**src/rtl/fetch_unit_pkg.sv**
```systemverilog
// Shared types and constants for the instruction fetch front end.
package fetch_unit_pkg;

   typedef enum logic [1:0] {
      BOOT  = 2'd0,
      RUN   = 2'd1,
      FLUSH = 2'd2
   } fetch_state_e;

   localparam int unsigned INSTR_BYTES = 4;
   localparam logic [31:0] NOP_INSTR   = 32'h0000_0013;

   // One instruction-queue entry: the fetched word and the address it came from.
   typedef struct packed {
      logic [31:0] instr;
      logic [31:0] pc;
   } instr_entry_t;

   function automatic logic [31:0] align_pc(input logic [31:0] pc);
      return {pc[31:2], 2'b00};
   endfunction

endpackage

```
**src/rtl/fetch_unit_if.sv**
```systemverilog
// Fetch unit bus bundle: instruction memory channel plus decoder handshake.
interface fetch_unit_if;
   logic        imem_req_valid;
   logic        imem_req_ready;
   logic [31:0] imem_req_addr;
   logic        imem_resp_valid;
   logic [31:0] imem_resp_data;
   logic        instr_valid;
   logic        instr_ready;
   logic [31:0] instr;
   logic [31:0] instr_pc;

   modport master (
      output imem_req_valid, imem_req_addr, instr_valid, instr, instr_pc,
      input  imem_req_ready, imem_resp_valid, imem_resp_data, instr_ready
   );

   modport slave (
      input  imem_req_valid, imem_req_addr, instr_valid, instr, instr_pc,
      output imem_req_ready, imem_resp_valid, imem_resp_data, instr_ready
   );
endinterface

```
**src/rtl/fetch_fifo.sv**
```systemverilog
// Synchronous FIFO with flush; DEPTH must be a power of two so pointers wrap freely.
module fetch_fifo #(
   parameter int unsigned WIDTH = 32,
   parameter int unsigned DEPTH = 2
) (
   input  logic                       clk,
   input  logic                       rst_n,
   input  logic                       i_flush,
   input  logic                       i_push,
   input  logic                       i_pop,
   input  logic [WIDTH-1:0]           i_data,
   output logic [WIDTH-1:0]           o_data,
   output logic [$clog2(DEPTH):0]     o_count,
   output logic                       o_empty,
   output logic                       o_full
);
   localparam int unsigned AW = $clog2(DEPTH);
   localparam int unsigned CW = AW + 1;

   logic [WIDTH-1:0] r_mem [DEPTH];
   logic [AW-1:0]    r_wr_ptr;
   logic [AW-1:0]    r_rd_ptr;
   logic [CW-1:0]    r_count;
   logic             w_push;
   logic             w_pop;

   assign o_empty = (r_count == '0);
   assign o_full  = (r_count == CW'(DEPTH));
   assign o_count = r_count;
   assign o_data  = r_mem[r_rd_ptr];
   assign w_push  = i_push && !o_full;
   assign w_pop   = i_pop && !o_empty;

   always_ff @(posedge clk or negedge rst_n) begin
      if (!rst_n) begin
         for (int i = 0; i < int'(DEPTH); i++) r_mem[i] <= '0;
         r_wr_ptr <= '0;
         r_rd_ptr <= '0;
         r_count  <= '0;
      end else if (i_flush) begin
         r_wr_ptr <= '0;
         r_rd_ptr <= '0;
         r_count  <= '0;
      end else begin
         if (w_push) begin
            r_mem[r_wr_ptr] <= i_data;
            r_wr_ptr        <= r_wr_ptr + AW'(1);
         end
         if (w_pop) r_rd_ptr <= r_rd_ptr + AW'(1);
         r_count <= r_count + CW'(w_push) - CW'(w_pop);
      end
   end
endmodule

```
**src/rtl/fetch_unit.sv**
```systemverilog
// Instruction fetch front end: PC, credit-limited imem requests, in-order queue, redirect flush.
// Optional same-cycle response bypass to the decoder: define FETCH_BYPASS_EN.
module fetch_unit
   import fetch_unit_pkg::*;
#(
   parameter logic [31:0] RESET_PC = 32'h0000_0000,
   parameter int unsigned DEPTH    = 2
) (
   input  logic          clk,
   input  logic          rst_n,
   fetch_unit_if.master  fif,
   input  logic          redirect,
   input  logic [31:0]   redirect_pc
);
   localparam int unsigned CW = $clog2(DEPTH) + 1;

   fetch_state_e  r_state;
   fetch_state_e  w_state_nxt;
   logic [31:0]   r_pc;
   logic [CW-1:0] r_outstanding;
   logic [CW-1:0] r_discard;
   logic [CW-1:0] w_out_nxt;
   logic [CW-1:0] w_discard_nxt;
   logic          w_req_valid;
   logic          w_req_fire;
   logic          w_resp_fire;
   logic          w_resp_keep;
   logic          w_iq_push;
   logic          w_iq_empty;
   logic          w_iq_full;
   logic [CW-1:0] w_iq_count;
   logic          w_tq_empty;
   logic          w_tq_full;
   logic [CW-1:0] w_tq_count;
   logic [31:0]   w_tag_head;
   instr_entry_t  w_iq_in;
   instr_entry_t  w_iq_head;

   // Responses with nothing outstanding are ignored; redirect-cycle and FLUSH responses are stale.
   assign w_resp_fire = fif.imem_resp_valid && (r_outstanding != '0);
   assign w_resp_keep = w_resp_fire && (r_state == RUN) && !redirect;
   assign w_req_fire  = w_req_valid && fif.imem_req_ready;
   assign w_out_nxt   = r_outstanding + CW'(w_req_fire) - CW'(w_resp_fire);

   always_comb begin
      w_discard_nxt = r_discard;
      if (redirect)
         w_discard_nxt = w_out_nxt;
      else if ((r_state == FLUSH) && w_resp_fire)
         w_discard_nxt = r_discard - CW'(1);
   end

   always_ff @(posedge clk or negedge rst_n) begin
      if (!rst_n) r_state <= BOOT;
      else        r_state <= w_state_nxt;
   end

   always_comb begin
      w_state_nxt = r_state;
      case (r_state)
         BOOT:    w_state_nxt = RUN;
         RUN:     if (redirect && (w_out_nxt != '0)) w_state_nxt = FLUSH;
         FLUSH:   if (!redirect && (w_discard_nxt == '0)) w_state_nxt = RUN;
         default: w_state_nxt = BOOT;
      endcase
   end

   // Credit: never have more words in flight or queued than the queue can hold.
   always_comb begin
      w_req_valid = 1'b0;
      if (r_state == RUN)
         w_req_valid = ((CW+1)'(r_outstanding) + (CW+1)'(w_iq_count)) < (CW+1)'(DEPTH);
   end

   always_ff @(posedge clk or negedge rst_n) begin
      if (!rst_n) begin
         r_pc          <= RESET_PC;
         r_outstanding <= '0;
         r_discard     <= '0;
      end else begin
         if (redirect)        r_pc <= align_pc(redirect_pc);
         else if (w_req_fire) r_pc <= r_pc + 32'(INSTR_BYTES);
         r_outstanding <= w_out_nxt;
         r_discard     <= w_discard_nxt;
      end
   end

   assign fif.imem_req_valid = w_req_valid;
   assign fif.imem_req_addr  = r_pc;
   assign w_iq_in            = '{instr: fif.imem_resp_data, pc: w_tag_head};

`ifdef FETCH_BYPASS_EN
   logic w_bypass;
   assign w_bypass        = w_iq_empty && w_resp_keep;
   assign w_iq_push       = w_resp_keep && !(w_bypass && fif.instr_ready);
   assign fif.instr_valid = !w_iq_empty || w_bypass;
   assign fif.instr       = w_bypass ? fif.imem_resp_data : w_iq_head.instr;
   assign fif.instr_pc    = w_bypass ? w_tag_head : w_iq_head.pc;
`else
   assign w_iq_push       = w_resp_keep;
   assign fif.instr_valid = !w_iq_empty;
   assign fif.instr       = w_iq_head.instr;
   assign fif.instr_pc    = w_iq_head.pc;
`endif

   fetch_fifo #(.WIDTH($bits(instr_entry_t)), .DEPTH(DEPTH)) u_instr_q (
      .clk     (clk),
      .rst_n   (rst_n),
      .i_flush (redirect),
      .i_push  (w_iq_push),
      .i_pop   (fif.instr_valid && fif.instr_ready),
      .i_data  (w_iq_in),
      .o_data  (w_iq_head),
      .o_count (w_iq_count),
      .o_empty (w_iq_empty),
      .o_full  (w_iq_full)
   );

   fetch_fifo #(.WIDTH(32), .DEPTH(DEPTH)) u_tag_q (
      .clk     (clk),
      .rst_n   (rst_n),
      .i_flush (redirect),
      .i_push  (w_req_fire),
      .i_pop   (w_resp_keep),
      .i_data  (r_pc),
      .o_data  (w_tag_head),
      .o_count (w_tq_count),
      .o_empty (w_tq_empty),
      .o_full  (w_tq_full)
   );

   // Simulation-only sanity checks on memory protocol and queue bookkeeping.
   always_ff @(posedge clk) begin
      if (rst_n) begin
         assert (!(fif.imem_resp_valid && (r_outstanding == '0)))
            else $error("fetch_unit: imem response with nothing outstanding");
         assert (!(w_iq_push && w_iq_full)) else $error("fetch_unit: instruction queue overflow");
         assert (!(w_req_fire && w_tq_full)) else $error("fetch_unit: tag queue overflow");
         assert (!(w_resp_keep && w_tq_empty)) else $error("fetch_unit: response without tag");
         assert ((r_state != RUN) || (w_tq_count == r_outstanding))
            else $error("fetch_unit: tag count out of step with outstanding");
      end
   end
endmodule

```
**src/flat_wrapper.sv**
```systemverilog
// flat-port wrapper written by rule: the top's interface ports become plain ports
module fetch_unit_flat import fetch_unit_pkg::*;
#(
   parameter logic [31:0] RESET_PC = 32'h0000_0000,
   parameter int unsigned DEPTH    = 2
)
  (clk, rst_n, redirect, redirect_pc, fif_imem_req_valid, fif_imem_req_addr, fif_instr_valid, fif_instr, fif_instr_pc, fif_imem_req_ready, fif_imem_resp_valid, fif_imem_resp_data, fif_instr_ready);
  fetch_unit_if fif_i ();
  input  logic clk;
  input  logic rst_n;
  input  logic redirect;
  input  logic [31:0] redirect_pc;
  output wire logic [$bits(fif_i.imem_req_valid)-1:0] fif_imem_req_valid;
  output wire logic [$bits(fif_i.imem_req_addr)-1:0] fif_imem_req_addr;
  output wire logic [$bits(fif_i.instr_valid)-1:0] fif_instr_valid;
  output wire logic [$bits(fif_i.instr)-1:0] fif_instr;
  output wire logic [$bits(fif_i.instr_pc)-1:0] fif_instr_pc;
  input wire logic [$bits(fif_i.imem_req_ready)-1:0] fif_imem_req_ready;
  input wire logic [$bits(fif_i.imem_resp_valid)-1:0] fif_imem_resp_valid;
  input wire logic [$bits(fif_i.imem_resp_data)-1:0] fif_imem_resp_data;
  input wire logic [$bits(fif_i.instr_ready)-1:0] fif_instr_ready;
  assign fif_imem_req_valid = fif_i.imem_req_valid;
  assign fif_imem_req_addr = fif_i.imem_req_addr;
  assign fif_instr_valid = fif_i.instr_valid;
  assign fif_instr = fif_i.instr;
  assign fif_instr_pc = fif_i.instr_pc;
  assign fif_i.imem_req_ready = fif_imem_req_ready;
  assign fif_i.imem_resp_valid = fif_imem_resp_valid;
  assign fif_i.imem_resp_data = fif_imem_resp_data;
  assign fif_i.instr_ready = fif_instr_ready;
  fetch_unit #(.RESET_PC(RESET_PC), .DEPTH(DEPTH)) u_core (.clk(clk), .rst_n(rst_n), .fif(fif_i), .redirect(redirect), .redirect_pc(redirect_pc));
endmodule
```
**config.mk**
```make
export PLATFORM = sky130hd
export DESIGN_NAME = fetch_unit_flat
export DESIGN_NICKNAME = d
export VERILOG_FILES = /design/src/rtl/fetch_unit_pkg.sv /design/src/rtl/fetch_unit_if.sv /design/src/rtl/fetch_fifo.sv /design/src/rtl/fetch_unit.sv /design/src/flat_wrapper.sv
export SDC_FILE = /design/constraint.sdc
export NUM_CORES = 1
export LEC_CHECK = 0
export ABC_AREA = 0
export CORE_MARGIN = 2
export CORE_UTILIZATION = 55
export CTS_CLUSTER_DIAMETER = 150
export CTS_CLUSTER_SIZE = 25
export DETAILED_ROUTE_END_ITERATION = 7
export DONT_BUFFER_PORTS = 1
export PLACE_DENSITY = 0.7
export SYNTH_ARGS = -nofsm -noshare
export SYNTH_HDL_FRONTEND = slang
export SYNTH_HIERARCHICAL = 1
export SYNTH_SLANG_ARGS = --single-unit
```
**constraint.sdc**
```tcl
create_clock -name clk -period 3.6 [get_ports clk]
set_input_delay 0.72 -clock clk [delete_from_list [all_inputs] [get_ports clk]]
set_output_delay 0.72 -clock clk [all_outputs]
set_load 0.05 [all_outputs]
```
* After elaboration in Yosys (flattened, before gate mapping)
Index checks and enable logic that the tools add are counted.
Word-level totals: bits of input ports 70, register bits 238, logic and storage cells 108, output and inout port bits 98
Cells by class: add/subtract/negate cells 13, bitwise logic cells 5, magnitude comparators 7, multiplexer cells 30, eq/ne operators 6, reductions and logical operators 33
Operator list (count):
- $mux W64 | 4
- $mux W32 | 6
- $bwmux W128 | 1
- $bwmux W64 | 1
- $demux W64 S1 | 1
- $add A32 B3 Y32 const B | 1
- $demux W32 S1 | 1
- $logic_and A1 B1 Y1 | 14
- $reduce_bool A2 Y1 | 7
- $mux W2 | 6
- $mux W1 | 9
- $ge A2 B2 Y1 const B | 4
- $logic_not A2 Y1 | 4
- $not A1 Y2 | 4
- $add A2 B1 Y2 | 3
- $eq A2 B2 Y1 const B | 3
- $pmux W2 S3 | 1
- $reduce_and A2 Y1 | 3
- $sub A2 B1 Y2 | 3
- $logic_not A1 Y1 | 5
- $add A1 B1 Y1 const B | 4
- $lt A2 B1 Y1 const B | 2
- $add A2 B2 Y3 | 1
- $lt A3 B2 Y1 const B | 1
- 5 further kinds | 5

* Longest topological paths before layout
Gate-level depths: netlist of run 1.
depth in word-level cells 11, mapped depth 12, mapped depth without buffers 12

* By module
Netlist of run 1, hierarchy kept.
By module, submodules not included:
- fetch_fifo at u_core.u_instr_q | instances 1, seq. area each 3303.2 um^2, area an instance 5743.0 um^2, cells each 365
- fetch_fifo at u_core.u_tag_q | instances 1, seq. area each 1701.6 um^2, area an instance 2996.6 um^2, cells each 195
- fetch_unit | instances 1, seq. area each 900.9 um^2, area an instance 2272.2 um^2, cells each 248

* Worst setup path before layout of run 1
No wires, ideal clock.
kind in2reg, from input port redirect, to register u_core/u_instr_q/r_mem[100] (netlist name), slack 0.755 ns, data required time 3.475 ns, setup time 0.125 ns, path buffers 3, cell stages on the path 7, arrival 2.720 ns, cells stage by stage clkbuf_1 clkbuf_1 nor3_1 inv_1 nor4_4 buf_6 mux2_2
On the way: longest elaborated chain between the ends 4, elaborated cells on any way between the ends 5, classes of those cells bitwise: 1; reduce/logical: 4
RTL lines:
- start: declaration | RTL line flat_wrapper.sv:11 | input logic redirect;
- $logic_not A1 Y1 | RTL line fetch_unit.sv:41 | assign w_resp_keep = w_resp_fire && (r_state == RUN) && !redirect;
- $logic_and A1 B1 Y1 | RTL line fetch_unit.sv:41
- via u_core.w_iq_push | RTL line fetch_unit.sv:28 | logic w_iq_push;
- $logic_and A1 B1 Y1 | RTL line fetch_fifo.sv:31 | assign w_push = i_push && !o_full;
- $reduce_and A2 Y1 (no source line)
- end signal: indexed assignment | RTL line fetch_fifo.sv:46 | r_mem[r_wr_ptr] <= i_data;
- end: declaration | RTL line fetch_fifo.sv:20 | logic [WIDTH-1:0] r_mem [DEPTH];
The timed path passes the listed nets, and every way through them passes these cells. A chain may end at the register's enable or synchronous reset.

* Final worst setup path of run 1
from register u_core.u_instr_q.r_count[0] (netlist: u_core/u_instr_q/o_count[0]), to output port fif_imem_req_valid
On the way: longest elaborated chain between the ends 3
RTL lines:
- start: declaration | RTL line fetch_fifo.sv:23 | logic [CW-1:0] r_count;
- start signal: assignment | RTL line fetch_fifo.sv:50 | r_count <= r_count + CW'(w_push) - CW'(w_pop);
- $add A2 B2 Y3 | RTL line fetch_unit.sv:72 | w_req_valid = ((CW+1)'(r_outstanding) + (CW+1)'(w_iq_count)) < (CW+1)'(DEPTH);
- $lt A3 B2 Y1 | RTL line fetch_unit.sv:72
- $mux W1 | RTL line fetch_unit.sv:71 | if (r_state == RUN)
- end: declaration | RTL line flat_wrapper.sv:13 | output wire logic [$bits(fif_i.imem_req_valid)-1:0] fif_imem_req_valid;
Every way passes these cells.

==> impl_results.md, run 1 <==
* Clk sink count at 236
* CTS tree: built
* Gr usage total at 21.5%
* Syn Inst Count at 807
* Final WL at 22,800 µm
* CP Launch Type: flop
* Total number of vias at 6,462
* CTS resizes at 0
* DP Worst Slack at 0.696 ns
* Synth Cell Area at 11,000 µm²
* Layout cells sized above 1 at 40.8%
* Max Buffers Root-to-Sink at 3
* Row count at 51
* Layout Nets at 874
* Final GP Congestion at 0.782
* Worst-path fanout max at 5
* # IOs at 168
* Fin crit period at 3.05 ns
* Final setup vio count at 0
* Worst skew pair latency at 0.48 ns
* Initial antenna violation count at 0
* Vias in the first global route at 6,934
* Clk root buf: clkbuf_16
* P_sw at 3.66 mW
* Fin util at 59.0%
* Pin count of the biggest net entering global routing at 237
* DP Area at 11,200 µm²
* Worst-path clk slew at 0.10 ns
* Worst setup EP type: primary output
* Worst hold slack at -0.0665 ns
* Fraction of power spent switching nets at 39.6%
* Max VDD drop at 496 µV
* FMAX at 327 MHz
* Status: complete, but fails checks
* WS Path Type: flop to primary output
* Int Power at 5.58 mW
* Combinational share of power at 37.9%
* Hpwl dp at 15,100 µm
* Hold Path Class: input pin to asynchronous set/reset pin
* Area Overhead vs Synth at 4.64%
* Failing checks: hold timing
* Die Width at 145 µm
* 1st-iter DRT viols at 345
* Setup bufs post-CTS at 0
* Die ar. at 21,200 µm²
* Max-cap violations at 0
* Routed len/inst at 21.5 µm
* Critical path origin: u_core/u_instr_q/o_count[0]
* Worst EP arrival at 2.33 ns
* RSZ-0062 raised after global routing: false
* Power per standard cell area at 802 nW/µm²
* First-pass GRT wire length at 37,300 µm
* DR pass1 iterations at 5
* R2R Path Start: u_core/u_instr_q/o_count[0]
* Initial Util at 56.4%
* Max transition margin at 21.6%
* Grt ovf at 0
* Post-route cell area at 11,500 µm²
* Clock group share of total power at 16.2%
* Port Buffer Count at 0
* Reg2reg setup slack at 0.63 ns
* Tcrit/Tclk final at 84.9%
* Sequential power share at 45.9%
* Synthesized area per cell at 13.6 µm²
* Total negative slack at 0 ns
* ANT nets after route at 0
* H-tree Lvls at 1
* Routed vias/inst at 6.09
* Core ar. at 19,500 µm²
* Final Hold Viols at 125
* Post-route setup slack at 0.545 ns
* Syn. warnings at 6
* Chip Height at 145 µm
* WP data required at 2.88 ns
* Slew @ Worst Pin at 1.17 ns
* Fin. max-slew vios at 0
* Worst clock skew at 0.0250 ns
* CTS Buf Count at 13
* DRC at 0
* # diodes at 0
* Tot Pwr at 9.24 mW
* Leak Pwr at 5.15 nW
routing by layer:
| metal | vias up | track usage, % | wire length, µm |
|---|---|---|---|
| met5 | - | 0 | 0 |
| met4 | 0 | 5.64 | 468 |
| met3 | 32 | 5.05 | 1300 |
| met2 | 157 | 37.1 | 11400 |
| met1 | 3379 | 27.6 | 9610 |
| li1 | 2894 | - | - |
worst max-delay path, cell delays in order (launching register included):
cell and delay, ns:
dfrtp_1 0.43, and2_1 0.19, fa_1 0.54, or2_2 0.37, nor2_1 0.12, buf_4 0.22
area by class of cell:
type                    count  area, µm²
repair buffers             13        110
clock inverters             1       16.3
inverters                  13       48.8
fillers                  1548       8010
multi-input cells         519       4780
clock buffers              14        329
well taps                 265        332
flip-flops and latches    236       5910
power by group through the flow:
stage / combinational [mW] / sequential (mW) / clock [mW]
floorplan: 3.18 / 4.09 / 0
global placement: 3.42 / 4.20 / 0
detailed placement: 3.51 / 4.30 / 0
CTS: 3.53 / 4.24 / 1.55
global route: 3.71 / 4.37 / 1.66
finish: 3.50 / 4.24 / 1.50
state kept, by name, summed over array words and instances, names as in the netlist:
register                   count
u_core/fif.imem_req_addr      30
u_core/u_instr_q/o_count       2
u_core/u_tag_q/o_count         2
u_core/u_instr_q/r_rd_ptr      1
u_core/r_discard               2
u_core/u_tag_q/r_rd_ptr        1
u_core/u_instr_q/r_mem       128
u_core/u_instr_q/r_wr_ptr      1
u_core/u_tag_q/r_mem          64
u_core/r_outstanding           2
u_core/u_tag_q/r_wr_ptr        1
u_core/r_state                 2
placed cells by master (no fill, tap or decap), types with 5 or more instances in the layout:
cell,n
xor2_1,7
and2_1,5
o21ai_0,19
buf_4,12
nand3_1,12
nor3_1,6
nand2_1,28
ha_1,7
xnor2_1,7
inv_1,12
a31oi_1,18
o31ai_1,9
mux2_2,283
nor2_1,26
nand4_1,5
or3_1,6
conb_1,6
clkbuf_16,13
dfrtp_1,235
mux2_1,5
or4_1,11
stage by stage:
step	std cells	hold WS (ns)
finish	1061	-0.0665
global route	1061	-0.0876
CTS	1061	-0.0816
detailed placement	1046	0.434
global placement	1046	0.433
floorplan	812	0.424
final timing paths:
path                                                     end  cells past startpoint
max in group asynchronous         u_core/u_instr_q/r_mem[48]                      0
worst min-delay path            u_core/fif.imem_req_addr[17]                      0
worst max-delay path                      fif_imem_req_valid                      5
worst min register to register   u_core/u_instr_q/r_mem[106]                      1
worst max register to register  u_core/fif.imem_req_addr[25]                      7
min in group clk                   u_core/u_instr_q/r_rd_ptr                      1
No activity file was read; power rests on OpenSTA's default activity.
==> run 2: changes to the inputs <==
PLACE_DENSITY = 0.73   (was 0.7)
clock period = 2.54 ns   (was 3.6 ns; I/O delays follow)
==> impl_results.md, run 2 (synthesized netlist as in run 1, its figures left out) <==
* Worst clock skew at 0.0390 ns (+0.0140 ns)
* Power per standard cell area at 1130 nW/µm² (+41%)
* Worst skew pair latency at 0.49 ns (about the same)
* Worst-path clk slew at 0.10 ns (about the same)
* ANT nets after route at 0 (unchanged)
* Final GP Congestion at 0.811 (+3.6%)
* Area of the multi-input gates at 4860 µm² (+1.8%)
* Int Power at 8.23 mW (+48%)
* Biggest register: u_core/u_instr_q/r_mem
* Sequential Area at 5910 µm² (unchanged)
* Core ar. at 19,500 µm² (unchanged)
* DP Area at 11,500 µm² (+2.9%)
* Fin. max-slew vios at 0 (unchanged)
* Sequential power share at 42.5% (-3.4 points)
* Vias in the first global route at 7,376 (+6.4%)
* Die ar. at 21,200 µm² (unchanged)
* Final Hold Viols at 236 (+89%)
* Failing checks: hold timing, setup timing
* Leak Pwr at 5.45 nW (+5.8%)
* WS Path Type: flop to primary output
* Fin crit period at 2.57 ns
* Max-cap violations at 0 (unchanged)
* Clk sink count at 236 (unchanged)
* Final setup vio count at 2 (+2)
* RSZ-0062 raised after global routing: true
* First-pass GRT wire length at 39,100 µm (+4.9%)
* Pin count of the biggest net entering global routing at 237 (unchanged)
* Worst hold slack at -0.271 ns (-0.205 ns)
* Tcrit/Tclk final at 101%
* Routed len/inst at 21.6 µm (+0.27%)
* Max transition margin at 47.8% (+26 points)
* Initial Util at 56.4% (unchanged)
* Worst setup EP type: primary output
* WP data required at 2.03 ns (-0.85 ns)
* Routed vias/inst at 6.06 (-0.42%)
* Max VDD drop at 630 µV (+27%)
* # diodes at 0 (unchanged)
* Row count at 51 (unchanged)
* Port Buffer Count at 0 (unchanged)
* Worst-path fanout max at 4 (-1)
* DR pass1 iterations at 4 (-1)
* Max reg flops at 128 (unchanged)
* CTS Buf Count at 13 (unchanged)
* Placed insts at 1,081 (+3.3%)
* Hold Path Class: input pin to asynchronous set/reset pin
* Hpwl dp at 15,600 µm (+3.2%)
* Clk root buf: clkbuf_16
* Total number of vias at 6,726 (+4.1%)
* Post-route setup slack at -0.0281 ns (-0.573 ns)
* Area Overhead vs Synth at 9.54%
* DRC at 0 (unchanged)
* Slew @ Worst Pin at 0.783 ns (-0.392 ns)
* Most common cell after layout, fill and taps aside: mux2_2
* # IOs at 168 (unchanged)
* Worst EP arrival at 2.06 ns (-0.27 ns)
* Combinational share of power at 41.8% (+3.9 points)
* P_sw at 5.38 mW (+47%)
* Die Width at 145 µm (unchanged)
* Initial antenna violation count at 0 (unchanged)
* Status: complete, but fails checks
* FMAX at 389 MHz
* Layout Nets at 921 (+5.4%)
* Layout cells sized above 1 at 45.4% (+4.6 points)
* 1st-iter DRT viols at 286 (-17%)
* Fraction of power spent switching nets at 39.5% (-0.11 points)
* CTS tree: built
* CP Launch Type: flop
* Chip Height at 145 µm (unchanged)
* # fillers at 1,530 (-1.2%)
* Non-Filler Instances at 1,109 (+4.5%)
* Post-route cell area at 12,100 µm² (+4.7%)
* H-tree Lvls at 1 (unchanged)
* Gr usage total at 22.5% (+0.97 points)
* Grt ovf at 0 (unchanged)
* Final WL at 23,900 µm (+4.8%)
* Clock group share of total power at 15.7% (-0.5 points)
* Commonest non-fill, non-tap cells in the layout: 275 x mux2_2, 235 x dfrtp_1, 47 x buf_4
* Max Buffers Root-to-Sink at 3 (unchanged)
[run 2: routing by layer]
layer	vias up	share of wire (%)	routed length, µm	track usage [%]
met5	-	0	0	0
met3	49	5.7	1380	5.27
met2	190	51	12100	38.9
met4	0	2.9	689	7.60
met1	3486	41	9750	28.0
li1	3001	-	-	-
[run 2: critical path, cell delays in order (launching register included)]
cell,delay (ns)
dfrtp_1,0.39
and2_4,0.16
fa_2,0.49
or2_4,0.28
nor2_4,0.10
buf_8,0.16
[run 2: final timing paths]
check / startpoint / slack, ns / cells after the start / to
setup / recovery: u_core/r_outstanding[0] / -0.03 / 5 / fif_imem_req_valid
hold / removal: rst_n / -0.27 / 0 / u_core/u_tag_q/r_mem[54]
setup reg to reg: u_core/r_outstanding[0] / -0.02 / 7 / u_core/fif.imem_req_addr[26]
hold reg to reg: u_core/u_instr_q/r_mem[105] / 0.50 / 1 / u_core/u_instr_q/r_mem[105]
max in group asynchronous: rst_n / 2.17 / 0 / u_core/u_instr_q/r_mem[12]
min in group clk: redirect / 0.09 / 1 / u_core/u_tag_q/r_wr_ptr
[run 2: what timing repair did]
item | 4_1_cts | 5_1_grt
resized for setup | 9 | 29
cloned | 1 | 2
buffers inserted | 6 | 3
pin swaps | 4 | 8
endpoints found under the setup margin | 38 | 114
endpoints found under the hold margin | 236 | 236
[run 2: layout make-up]
type / count / share of cell area, %
multi-input combinational: 520 / 40.3
clock buffer: 14 / 2.73
clock inverter: 2 / 0.208
sequential: 236 / 49.0
timing repair buffer: 59 / 4.62
tap: 265 / 2.75
inverter: 13 / 0.405
[run 2: through the flow]
step	util, %	setup slack, ns	power [mW]	hold WS, ns	setup TNS (ns)
after floorplan	-	-0.0170	10.3	0.212	-0.0401
after global placement	58.9	-0.00613	10.9	0.222	-0.0632
after detailed placement	58.9	-0.0563	11.2	0.221	-0.883
after CTS	61.1	-0.0256	13.5	-0.301	-0.0305
after global routing	61.8	-0.0803	14.3	-0.305	-1.49
final	61.8	-0.0281	13.6	-0.271	-0.0463
[run 2: power by group through the flow]
| stage | Sequential [mW] | Combinational (mW) | Clock [mW] |
|---|---|---|---|
| 5_1_grt | 5.96 | 5.98 | 2.36 |
| 2_1_floorplan | 5.80 | 4.52 | 0 |
| 4_1_cts | 5.77 | 5.55 | 2.20 |
| 3_3_place_gp | 5.71 | 5.23 | 0 |
| 3_5_place_dp | 5.85 | 5.40 | 0 |
| 6_report | 5.78 | 5.68 | 2.14 |
